===== config.mk =====
export PLATFORM = sky130hd
export DESIGN_NAME = taillight_monitor
export DESIGN_NICKNAME = d
export VERILOG_FILES = /design/src/rtl/taillight_monitor.sv
export SDC_FILE = /design/constraint.sdc
export NUM_CORES = 1
export LEC_CHECK = 0
export ABC_AREA = 1
export ABC_CLOCK_PERIOD_IN_PS = 1500
export BUFFER_PORTS_ARGS = -buffer_cell sky130_fd_sc_hd__buf_4
export CORE_ASPECT_RATIO = 1.4
export CORE_UTILIZATION = 49
export CTS_CLUSTER_SIZE = 20
export DETAILED_ROUTE_END_ITERATION = 8
export PLACE_DENSITY_LB_ADDON = 0.3
export SLEW_MARGIN = 0
export SYNTH_ARGS = -nofsm -noshare
export SYNTH_HDL_FRONTEND = slang
export SYNTH_SLANG_ARGS = --single-unit

===== constraint.sdc =====
create_clock -name clk -period 1.5 [get_ports clk]
set_clock_uncertainty 0.05 [all_clocks]
set_input_delay 0.075 -clock clk [delete_from_list [all_inputs] [get_ports clk]]
set_output_delay 0.075 -clock clk [all_outputs]
set_load 0.05 [all_outputs]

===== src/rtl/taillight_monitor.sv =====
// taillight_monitor: checks the six-lamp taillight protocol, decodes the command, counts sequences and latches the first error.
// Ports: clk, rst_n (async, active low), sample (evaluate enable), lamps {Lc,Lb,La,Ra,Rb,Rc}, err_clr;
//        mode (00 idle/01 left/10 right/11 hazard), phase (0 off, 1..3 step), seq_done pulse,
//        seq_count (saturating), err (sticky), err_code (01 pattern, 10 transition, 11 stall).
module taillight_monitor #(
  parameter int SEQ_CNT_W = 8,
  parameter int STALL_MAX = 0
) (
  input  logic                 clk,
  input  logic                 rst_n,
  input  logic                 sample,
  input  logic [5:0]           lamps,
  input  logic                 err_clr,
  output logic [1:0]           mode,
  output logic [1:0]           phase,
  output logic                 seq_done,
  output logic [SEQ_CNT_W-1:0] seq_count,
  output logic                 err,
  output logic [1:0]           err_code
);
  localparam logic [5:0] OFF = 6'h00, L1 = 6'h08, L2 = 6'h18, L3 = 6'h38;
  localparam logic [5:0] R1 = 6'h04, R2 = 6'h06, R3 = 6'h07, HZ = 6'h3F;
  // Wide enough to hold STALL_MAX+1, where the counter saturates.
  localparam int SW = $clog2(STALL_MAX + 2);
  logic [5:0]    prev;
  logic [SW-1:0] stall_cnt, stall_nx;
  logic          legal, same, lit, trans_ok, ill_pat, ill_tr, stall_err, any_err, done, e;
  logic [1:0]    step, code, mode_nx;
  always_comb begin
    legal     = lamps inside {OFF, L1, L2, L3, R1, R2, R3, HZ};
    same      = lamps == prev;
    lit       = lamps != OFF;
    trans_ok  = lamps == OFF
             || (prev == OFF && lamps inside {L1, R1, HZ})
             || (prev == L1 && lamps == L2) || (prev == L2 && lamps == L3)
             || (prev == R1 && lamps == R2) || (prev == R2 && lamps == R3);
    stall_nx  = (same && lit) ? ((stall_cnt == SW'(STALL_MAX + 1)) ? stall_cnt : stall_cnt + 1'b1) : '0;
    ill_pat   = !legal;
    ill_tr    = legal && !(same && lit) && !trans_ok;
    stall_err = legal && same && lit && (stall_nx > SW'(STALL_MAX));
    any_err   = ill_pat || ill_tr || stall_err;
    code      = ill_pat ? 2'b01 : ill_tr ? 2'b10 : 2'b11;
    done      = !any_err && lamps == OFF && (prev inside {L3, R3, HZ});
    step      = (lamps inside {L1, R1, HZ}) ? 2'd1 : (lamps inside {L2, R2}) ? 2'd2 :
                (lamps inside {L3, R3}) ? 2'd3 : 2'd0;
    // Mode is only chosen when leaving OFF; otherwise it is held, including through the closing OFF.
    mode_nx   = any_err ? 2'b00 :
                prev != OFF ? mode :
                lamps == L1 ? 2'b01 : lamps == R1 ? 2'b10 : lamps == HZ ? 2'b11 : 2'b00;
    e         = sample && any_err;
  end
  always_ff @(posedge clk or negedge rst_n) begin
    if (!rst_n) begin
      prev      <= OFF;
      mode      <= 2'b00;
      phase     <= 2'd0;
      seq_done  <= 1'b0;
      seq_count <= '0;
      stall_cnt <= '0;
      err       <= 1'b0;
      err_code  <= 2'b00;
    end else begin
      seq_done <= sample && done;
      if (sample) begin
        prev      <= legal ? lamps : OFF;
        mode      <= mode_nx;
        phase     <= any_err ? 2'd0 : step;
        stall_cnt <= stall_nx;
        if (done && seq_count != '1) seq_count <= seq_count + 1'b1;
      end
      err      <= e || (err && !err_clr);
      // A new error recorded alongside err_clr overrides the clear.
      err_code <= (e && (!err || err_clr)) ? code : err_clr ? 2'b00 : err_code;
    end
  end
endmodule

Yosys cells after proc, flatten, opt, wreduce, memory -nomap -nowiden
Cells that the tools add are included.
{"block": "word_totals", "register_bits": 23, "latchBits": 0, "ram_bits": 0, "rom_bits": 0, "input_bits": 10, "out_inout_bits": 16, "wordCells": 89, "n_memories": 0}
{"block": "op_classes", "add_sub_neg": 2, "mul": 0, "div_mod_pow": 0, "order_cmp": 1, "n_eq_ne": 17, "shifts": 0, "n_mux": 16, "bitwise": 0, "reduce_logical": 45}
{"op": "$eq 6x3->1 const B", "count": 6}
{"op": "$eq 6x6->1 const B", "count": 4}
{"op": "$mux 2", "count": 12}
{"op": "$logic_and 1x1->1", "count": 18}
{"op": "$eq 6x4->1 const B", "count": 2}
{"op": "$eq 6x5->1 const B", "count": 2}
{"op": "$logic_not 6->1", "count": 2}
{"op": "$reduce_bool 6->1", "count": 2}
{"op": "$logic_or 1x1->1", "count": 9}
{"op": "$add 8x1->8 const B", "count": 1}
{"op": "$ne 8x8->1 const B", "count": 1}
{"op": "$reduce_bool 8->1", "count": 1}
{"op": "$eq 6x6->1", "count": 1}
{"op": "$logic_not 1->1", "count": 6}
{"op": "$mux 6", "count": 1}
{"op": "$reduce_bool 2->1", "count": 3}
{"op": "$reduce_bool 3->1", "count": 2}
{"op": "$reduce_and 2->1", "count": 2}
{"op": "$mux 1", "count": 3}
{"op": "$ne 2x2->1 const B", "count": 1}
{"op": "$add 1x1->1 const B", "count": 1}
{"op": "$gt 1x1->1 const B", "count": 1}

Longest topological paths before layout
Gate-level depths: netlist of run 1.
{"block": "depth", "ltp_word": 17, "mapped_depth": 10, "mapped_depth_nobuf": 10}

Least setup slack after synthesis of run 1
No wires, ideal clock.
{"block": "synth_path", "path_kind": "reg2reg", "startpoint": "register seq_count[0]", "endpoint": "register seq_count[4]", "t_arrival_ns": 1.668, "path_slack_ns": -0.363, "path_stages_with_launch": 8, "path_buffers": 0, "synth_period_minus_slack_ns": 1.863, "path_cell_list": "dfrtp_1 > ha_1 > nand3_1 > nor2_1 > nand3_1 > nand3_4 > nor2_2 > xor2_1"}
{"block": "synth_via", "elab_chain_len": 3}
{"item": "from (decl)", "line": "17", "text": "output logic [SEQ_CNT_W-1:0] seq_count,"}
{"item": "from (signal assigned)", "line": "69", "text": "if (done && seq_count != '1) seq_count <= seq_count + 1'b1;"}
{"item": "branches (longest 3 deep; another with $add 8x1->8)"}
Parallel ways; which one is timed is not known.
A chain may end at the register's enable or synchronous reset.

Worst setup path after layout of run 1
{"block": "layout_path", "startpoint": "register prev[1]", "endpoint": "register seq_count[0]"}
{"block": "layout_via", "elab_chain_len": 16}
{"item": "from (decl)", "line": "25", "text": "logic [5:0] prev;"}
{"item": "from (signal assigned)", "line": "65", "text": "prev <= legal ? lamps : OFF;"}
{"item": "$logic_not 6->1", "line": "34", "text": "|| (prev == OFF && lamps inside {L1, R1, HZ})"}
{"item": "$logic_and 1x1->1", "line": "34"}
{"item": "$logic_or 1x1->1", "line": "34"}
{"item": "$logic_or 1x1->1 (2 in a row)", "line": "35", "text": "|| (prev == L1 && lamps == L2) || (prev == L2 && lamps == L3)"}
{"item": "$logic_or 1x1->1 (2 in a row)", "line": "36", "text": "|| (prev == R1 && lamps == R2) || (prev == R2 && lamps == R3);"}
{"item": "$logic_not 1->1", "line": "39", "text": "ill_tr = legal && !(same && lit) && !trans_ok;"}
{"item": "$logic_and 1x1->1", "line": "39"}
{"item": "$logic_or 1x1->1 (2 in a row)", "line": "41", "text": "any_err = ill_pat || ill_tr || stall_err;"}
{"item": "$logic_not 1->1", "line": "43", "text": "done = !any_err && lamps == OFF && (prev inside {L3, R3, HZ});"}
{"item": "$logic_and 1x1->1", "line": "43"}
{"item": "$logic_and 1x1->1 *", "line": "43"}
{"item": "$logic_and 1x1->1 *", "line": "69"}
{"item": "$reduce_and 2->1 (no source line) *"}
Mark *: on every way between the ends. The rest lies on a longest branch, timed or not.

==> results of run 1 <==
## worst max-delay path, stage by stage, from the launching register on
cell,delay [ns]
dfrtp_2,0.47
nor2_2,0.12
nand3_2,0.10
o211ai_4,0.24
nand3_4,0.17
buf_4,0.17
xnor2_1,0.11
## per-layer routing
layer  up-vias  GRT usage, %
met1       583          27.4
met3         6          1.95
met4         0          7.35
li1        649             -
met2        28          41.7
met5         -             0
## logic make-up after synthesis
logic type      share of synthesized area [%]
compound gates                           7.61
fa+ha+maj                               0.917
flops                                    40.4
xor+xnor                                 5.78
buf+inv                                  6.88
simple gates                             38.4
## per-stage QoR
step / hold slack, ns / instances / worst slack, ns / instance area, sq um
6_report: 0.0159 / 249 / -0.0441 / 1830
4_1_cts: 0.0109 / 246 / -0.0126 / 1730
5_1_grt: 0.0243 / 249 / -0.136 / 1830
2_1_floorplan: -0.271 / 174 / -0.0948 / 1390
3_5_place_dp: -0.0667 / 238 / -0.0359 / 1660
3_3_place_gp: -0.0740 / 238 / -0.0423 / 1660
## placed cells by master (no fill, tap or decap), drive strengths merged, types with 3 or more instances in the layout
master / n
nand2: 39
buf: 34
nand3: 26
nor2: 23
dfrtp: 22
inv: 21
o21ai: 11
xor2: 6
nand4: 4
clkbuf: 4
xnor2: 3
dlygate4sd3: 3
a21oi: 3
## registers in the layout, summed over array words and instances (netlist names)
name / count
seq_count: 8
prev: 6
err_code: 2
mode: 2
phase: 2
err: 1
seq_done: 1
## path summary, 6_finish.rpt
kind                              start      endpoint  slack [ns]
setup / recovery                prev[1]  seq_count[0]       -0.04
hold / removal                 lamps[4]       prev[4]        0.02
setup reg to reg                prev[1]  seq_count[0]       -0.04
hold reg to reg            seq_count[6]  seq_count[6]        0.46
max in group asynchronous         rst_n       prev[1]        1.04
min in group asynchronous         rst_n  seq_count[4]        0.13
## report_power, final
group	leakage, nW	switching [mW]	internal (mW)
Combinational	0.564	0.172	0.101
Clock	0.0150	0.177	0.104
Sequential	0.292	0.0180	0.612
Total	0.871	0.367	0.816
## what timing repair did
item,CTS,global route
gates resized for setup,2,21
gates cloned,0,0
hold buffers,3,0
endpoints found under the hold margin,24,0
pin swaps,1,11
buffers inserted,1,3
endpoints found under the setup margin,7,13
## area by class of cell
| class | count | area share, % |
|---|---|---|
| repair buffers | 37 | 15.8 |
| clock buffers | 4 | 1.43 |
| well taps | 36 | 2.46 |
| flip-flops and latches | 22 | 30.4 |
| inverters | 23 | 4.71 |
| multi-input cells | 127 | 45.2 |
==> summary.md, run 1 <==
| Metric | Value |
|---|---|
| Filler instances | `approximately 230` |
| N_diodes | `0` |
| Layout Nets | `225` |
| Die area | `between 3000 and 4000 sq um` |
| Most used DFF post-synth | `dfrtp_1` |
| Final WL | `~3200 um` |
| DR WL met2 | `approximately 1700 um` |
| Area growth, synth to finish | `34.3%` |
| GRT Util Overall | `approximately 23%` |
| Initial Util | `between 50% and 60%` |
| # setup viols final | `5` |
| Total Power | `1.18 mW` |
| Post-DP HPWL | `between 2000 and 2500 um` |
| Unrepaired setup endpoints after global routing | `true` |
| Synth top cells by count | `36 x nand2_1, 22 x dfrtp_1, 22 x nand3_1, 13 x nor2_1, 11 x inv_1` |
| CP endpoint kind | `flip-flop` |
| Synth top area share | `about two fifths` |
| CTS tree | `built` |
| Clock-pin slew on the worst setup and hold paths | `0.13 ns` |
| Fin. Hold Viols | `0` |
| Post-synthesis register bit count | `22` |
| Tmin final | `about 1.5 ns` |
| # rows | `22` |
| Number of max-cap violations | `0` |
| Ranking of synthesized cells by area | `dfrtp_1 40%, nand2_1 9.9%, nand3_1 8.1%` |
| Max Buffers Root-to-Sink | `2` |
| Max Clk Rate | `648 MHz` |
| Period utilisation layout | `103%` |
| I/O pin cnt | `26` |
| Synthesized area | `~1400 sq um` |
| Seq. cell area | `approximately 560 sq um` |
| Initial antenna violation count | `0` |
| Final WS setup | `-0.0441 ns` |
| GRT overflow | `0` |
| Cells on worst reg2reg path | `6` |
| Antenna viol nets, final | `0` |
| Top cell type by total area after synthesis | `dfrtp_1` |
| Port Buffers | `25` |
| Syn_area_per_cell | `approximately 7.8 sq um` |
| Die height | `approximately 64 um` |
| Remaining DRCs | `0` |
| Root Buffer | `clkbuf_4` |
| Via count | `~1300` |
| Share of synthesized registers carrying an async set or reset | `100%` |
| Area of the multi-input gates | `~830 sq um` |
| Most frequent cell after synthesis | `nand2_1` |
| CTS H-tree lvls | `1` |
| Status | `complete, but fails checks` |
| Drt wl/cell | `13.0 um` |
| Setup TNS | `-0.106 ns` |
| Crit path max fanout | `7` |
| Clk sinks | `22` |
| Die X | `around 47 um` |
| Num CTS Buffers | `3` |
| First-pass GRT wire length | `a little over 5000 um` |
| Largest net degree at the start of global routing | `23` |
| Critical Path Source Type | `flip-flop` |
| Ys Warns | `0` |
| WL met3 | `88 um` |
| Sequential area share after synthesis | `40.4%` |
| Failing checks | `negative setup slack` |
| Leakage power total | `between 0.8 and 0.9 nW` |
| Synth Instances | `approximately 170` |
| Core area | `2640 sq um` |
| Vias per cell | `just over 5` |
| Synthesized Nets | `185` |
| Post-Route M1 WL | `around 1400 um` |
| Rel. slew slack | `between 70% and 80%` |
| Worst Max-Slew Pin Slew | `between 0.3 and 0.4 ns` |
| 1st-pass router iterations | `4` |
| WS Path Type | `flip-flop to flip-flop` |
| Final core occ | `between 60 and 70%` |
| Total power per unit cell area | `roughly 650 nW/um^2` |
| Starting DRT DRC Count | `27` |
| GPL Wtd Cong | `0.868` |
| Max-slew violations | `0` |
| Clock latency on the worst-skew pair | `around 0.31 ns` |
| Count of cell types in the netlist | `31` |
| Max Used Layer | `met4` |
| Worst Hold Depth | `3` |
| Required @ worst endpoint | `roughly 1.7 ns` |
| Worst hold path type | `input pin to flip-flop` |
| Vias in the first global route | `about 1200` |
| Share of cells above drive strength 1 | `~42%` |
| Post-synth EDFFs | `0` |
| Maximum vdd drop | `0.000501 V` |
| CP arrival | `1.70 ns` |
Note: power is estimated with default switching activity, not from simulation.
==> inputs of run 2 (changes only) <==
PLACE_DENSITY = 0.75   (was unset)
PLACE_DENSITY_LB_ADDON = unset   (was 0.3)
==> run 2 against run 1 <==
- the run now ends clean
- count of clock-buffer cells in the layout is the same
- flip-flop and latch count did not move
- clock power about the same
- first-iteration DRC count shrank 7.4%
- hold slack improved by 0.0030 ns
- sequential share of layout area increased by 0.22 points
- power is 0.87% higher
- sequential power about the same
- combinational power is 3% higher
- via count rose by 6.8%
- final area down 0.27%
- core utilization decreased by 0.19 points
==> summary.md, run 2 (synthesized netlist as in run 1, its figures left out) <==
| Metric | Value |
|---|---|
| Starting DRT DRC Count | `25 (-7.4%)` |
| Largest Register | `seq_count` |
| Via count | `1352 (+6.8%)` |
| Commonest cells after routing, fill and taps aside | `32 x nand2_1, 31 x buf_4, 17 x nand3_1` |
| CTS H-tree lvls | `1 (unchanged)` |
| CP endpoint kind | `flip-flop` |
| Max-slew violations | `0 (unchanged)` |
| Tmin final | `1.49 ns (-0.0579 ns)` |
| GPL Wtd Cong | `0.870 (+0.23%)` |
| Leakage power total | `0.875 nW (+0.48%)` |
| Maximum vdd drop | `0.000582 V (+16%)` |
| Clock latency on the worst-skew pair | `0.31 ns (about the same)` |
| Final WL | `3550 um (+9.7%)` |
| WS Path Type | `flip-flop to flip-flop` |
| Max Clk Rate | `673 MHz (+3.9%)` |
| Area after DPL | `1640 sq um (-0.91%)` |
| Final WS setup | `0.0138 ns (+0.0579 ns)` |
| Vias per cell | `5.43 (+6.8%)` |
| 1st-pass router iterations | `4 (unchanged)` |
| Clk sinks | `22 (unchanged)` |
| Die area | `3000 sq um (unchanged)` |
| Rel. slew slack | `79.5% (+0.092 points)` |
| Post-DP HPWL | `2560 um (+4.8%)` |
| Area growth, synth to finish | `33.9%` |
| Antenna viol nets, final | `0 (unchanged)` |
| Worst hold path type | `input pin to flip-flop` |
| Crit path max fanout | `7 (unchanged)` |
| I/O pin cnt | `26 (unchanged)` |
| Layout Nets | `225 (unchanged)` |
| Largest register FFs | `8 (unchanged)` |
| Required @ worst endpoint | `1.69 ns (+0.03 ns)` |
| Fin. Hold Viols | `0 (unchanged)` |
| GRT overflow | `0 (unchanged)` |
| DR WL met2 | `1990 um (+14%)` |
| Vias in the first global route | `1366 (+13%)` |
| Reg-to-reg setup timing slack | `0.01 ns (+0.06 ns)` |
| Port Buffers | `25 (unchanged)` |
| Remaining DRCs | `0 (unchanged)` |
| Worst path slowest cell | `dfrtp_1` |
| Largest net degree at the start of global routing | `23 (unchanged)` |
| Setup slack at placement | `-0.0516 ns (-0.0158 ns)` |
| # setup viols final | `0 (-5)` |
| Total power per unit cell area | `653 nW/um^2 (+1.1%)` |
| Die height | `64.4 um (unchanged)` |
| Share of cells above drive strength 1 | `42.3% (unchanged)` |
| Core area | `2640 sq um (unchanged)` |
| Clock-pin slew on the worst setup and hold paths | `0.12 ns (about the same)` |
| Post-Route M1 WL | `1350 um (-1.3%)` |
| Max Buffers Root-to-Sink | `2 (unchanged)` |
| CTS tree | `built` |
| CP arrival | `1.68 ns (-0.02 ns)` |
| Total Power | `1.19 mW (+0.87%)` |
| N_diodes | `0 (unchanged)` |
| CP delay by family, top | `simple AND/OR/NAND/NOR gates` |
| Initial Util | `51.6% (unchanged)` |
| # rows | `22 (unchanged)` |
| Root Buffer | `clkbuf_4` |
| Commonest non-fill, non-tap cell in the layout | `nand2_1` |
| GRT Util Overall | `26.4% (+3.2 points)` |
| CP cell instances | `nand2_2, nor2_1, nand3_1, o211ai_4, nand3_4, nor2_2, xor2_1` |
| Worst Max-Slew Pin Slew | `0.304 ns (-0.00137 ns)` |
| Unrepaired setup endpoints after global routing | `true` |
| Max Used Layer | `met4` |
| Die X | `46.6 um (unchanged)` |
| First-pass GRT wire length | `5780 um (+14%)` |
| Number of max-cap violations | `0 (unchanged)` |
| Num CTS Buffers | `3 (unchanged)` |
| Delay of the slowest cell on the worst path | `0.45 ns (-0.02 ns)` |
| Status | `finished clean` |
| Critical Path Source Type | `flip-flop` |
| Final Cell Area | `1830 sq um (-0.27%)` |
| Drt wl/cell | `14.3 um (+9.7%)` |
| Biggest regs | `seq_count (8), prev (6)` |
| Worst path bufs/invs | `0 (-1)` |
| Period utilisation layout | `99.1% (-3.9 points)` |
| WL met3 | `105 um (+19%)` |
| Initial antenna violation count | `0 (unchanged)` |
run 2: cell count changes in the layout (fill, tap and decap cells not counted), sizes merged:
cell and delta:
dlygate4sd3 +1, buf -1
run 2: area by class of cell:
type / count / area (sq um)
clock buffer: 4 / 26.3
fill: 233 / 816
inverter: 23 / 88.8
multi-input combinational: 127 / 812
sequential: 22 / 559
tap: 36 / 45.0
timing repair buffer: 37 / 295
run 2: repair_timing:
action | in CTS | in global routing
pin swaps | 2 | 8
setup endpoints to repair | 9 | 14
hold buffers | 3 | 1
resized for setup | 3 | 20
buffers inserted | 3 | 2
endpoints found under the hold margin | 24 | 1
run 2: path summary, 6_finish.rpt:
path | startpoint | end | cells past startpoint
worst min-delay path | lamps[0] | prev[0] | 3
worst max-delay path | prev[4] | seq_count[3] | 7
max in group asynchronous | rst_n | prev[1] | 2
worst max register to register | prev[4] | seq_count[3] | 7
worst min register to register | seq_count[6] | seq_count[6] | 1
min in group asynchronous | rst_n | seq_count[1] | 2
run 2: worst register-to-register path, delay by kind of cell (launching register included):
kind | cells | cell delay [ns]
AO/OA/AOI/OAI | 1 | 0.14
flip-flops | 1 | 0.45
AND/OR/NAND/NOR | 5 | 0.65
XOR/XNOR | 1 | 0.15
run 2: stage by stage:
stage,TNS (ns),hold WS (ns),util (%),instances
finish,0,0.0188,69.1,249
global placement,-0.0127,-0.0737,62.1,236
floorplan,-0.369,-0.271,-,174
CTS,0,0.00172,65.6,246
global route,-0.952,0.0143,69.1,249
detailed placement,-0.140,-0.0701,62.1,236
run 2: metal layers:
metal	vias up	track usage [%]
li1	647	-
met1	655	29.5
met2	36	46.4
met3	14	3.62
met4	0	12.1
met5	-	0
run 2: power breakdown:
| group | total, mW | leakage [nW] | internal, mW | switching (mW) |
|---|---|---|---|---|
| registers | 0.631 | 0.289 | 0.612 | 0.0193 |
| clock network | 0.281 | 0.0150 | 0.104 | 0.177 |
| logic | 0.281 | 0.571 | 0.102 | 0.179 |
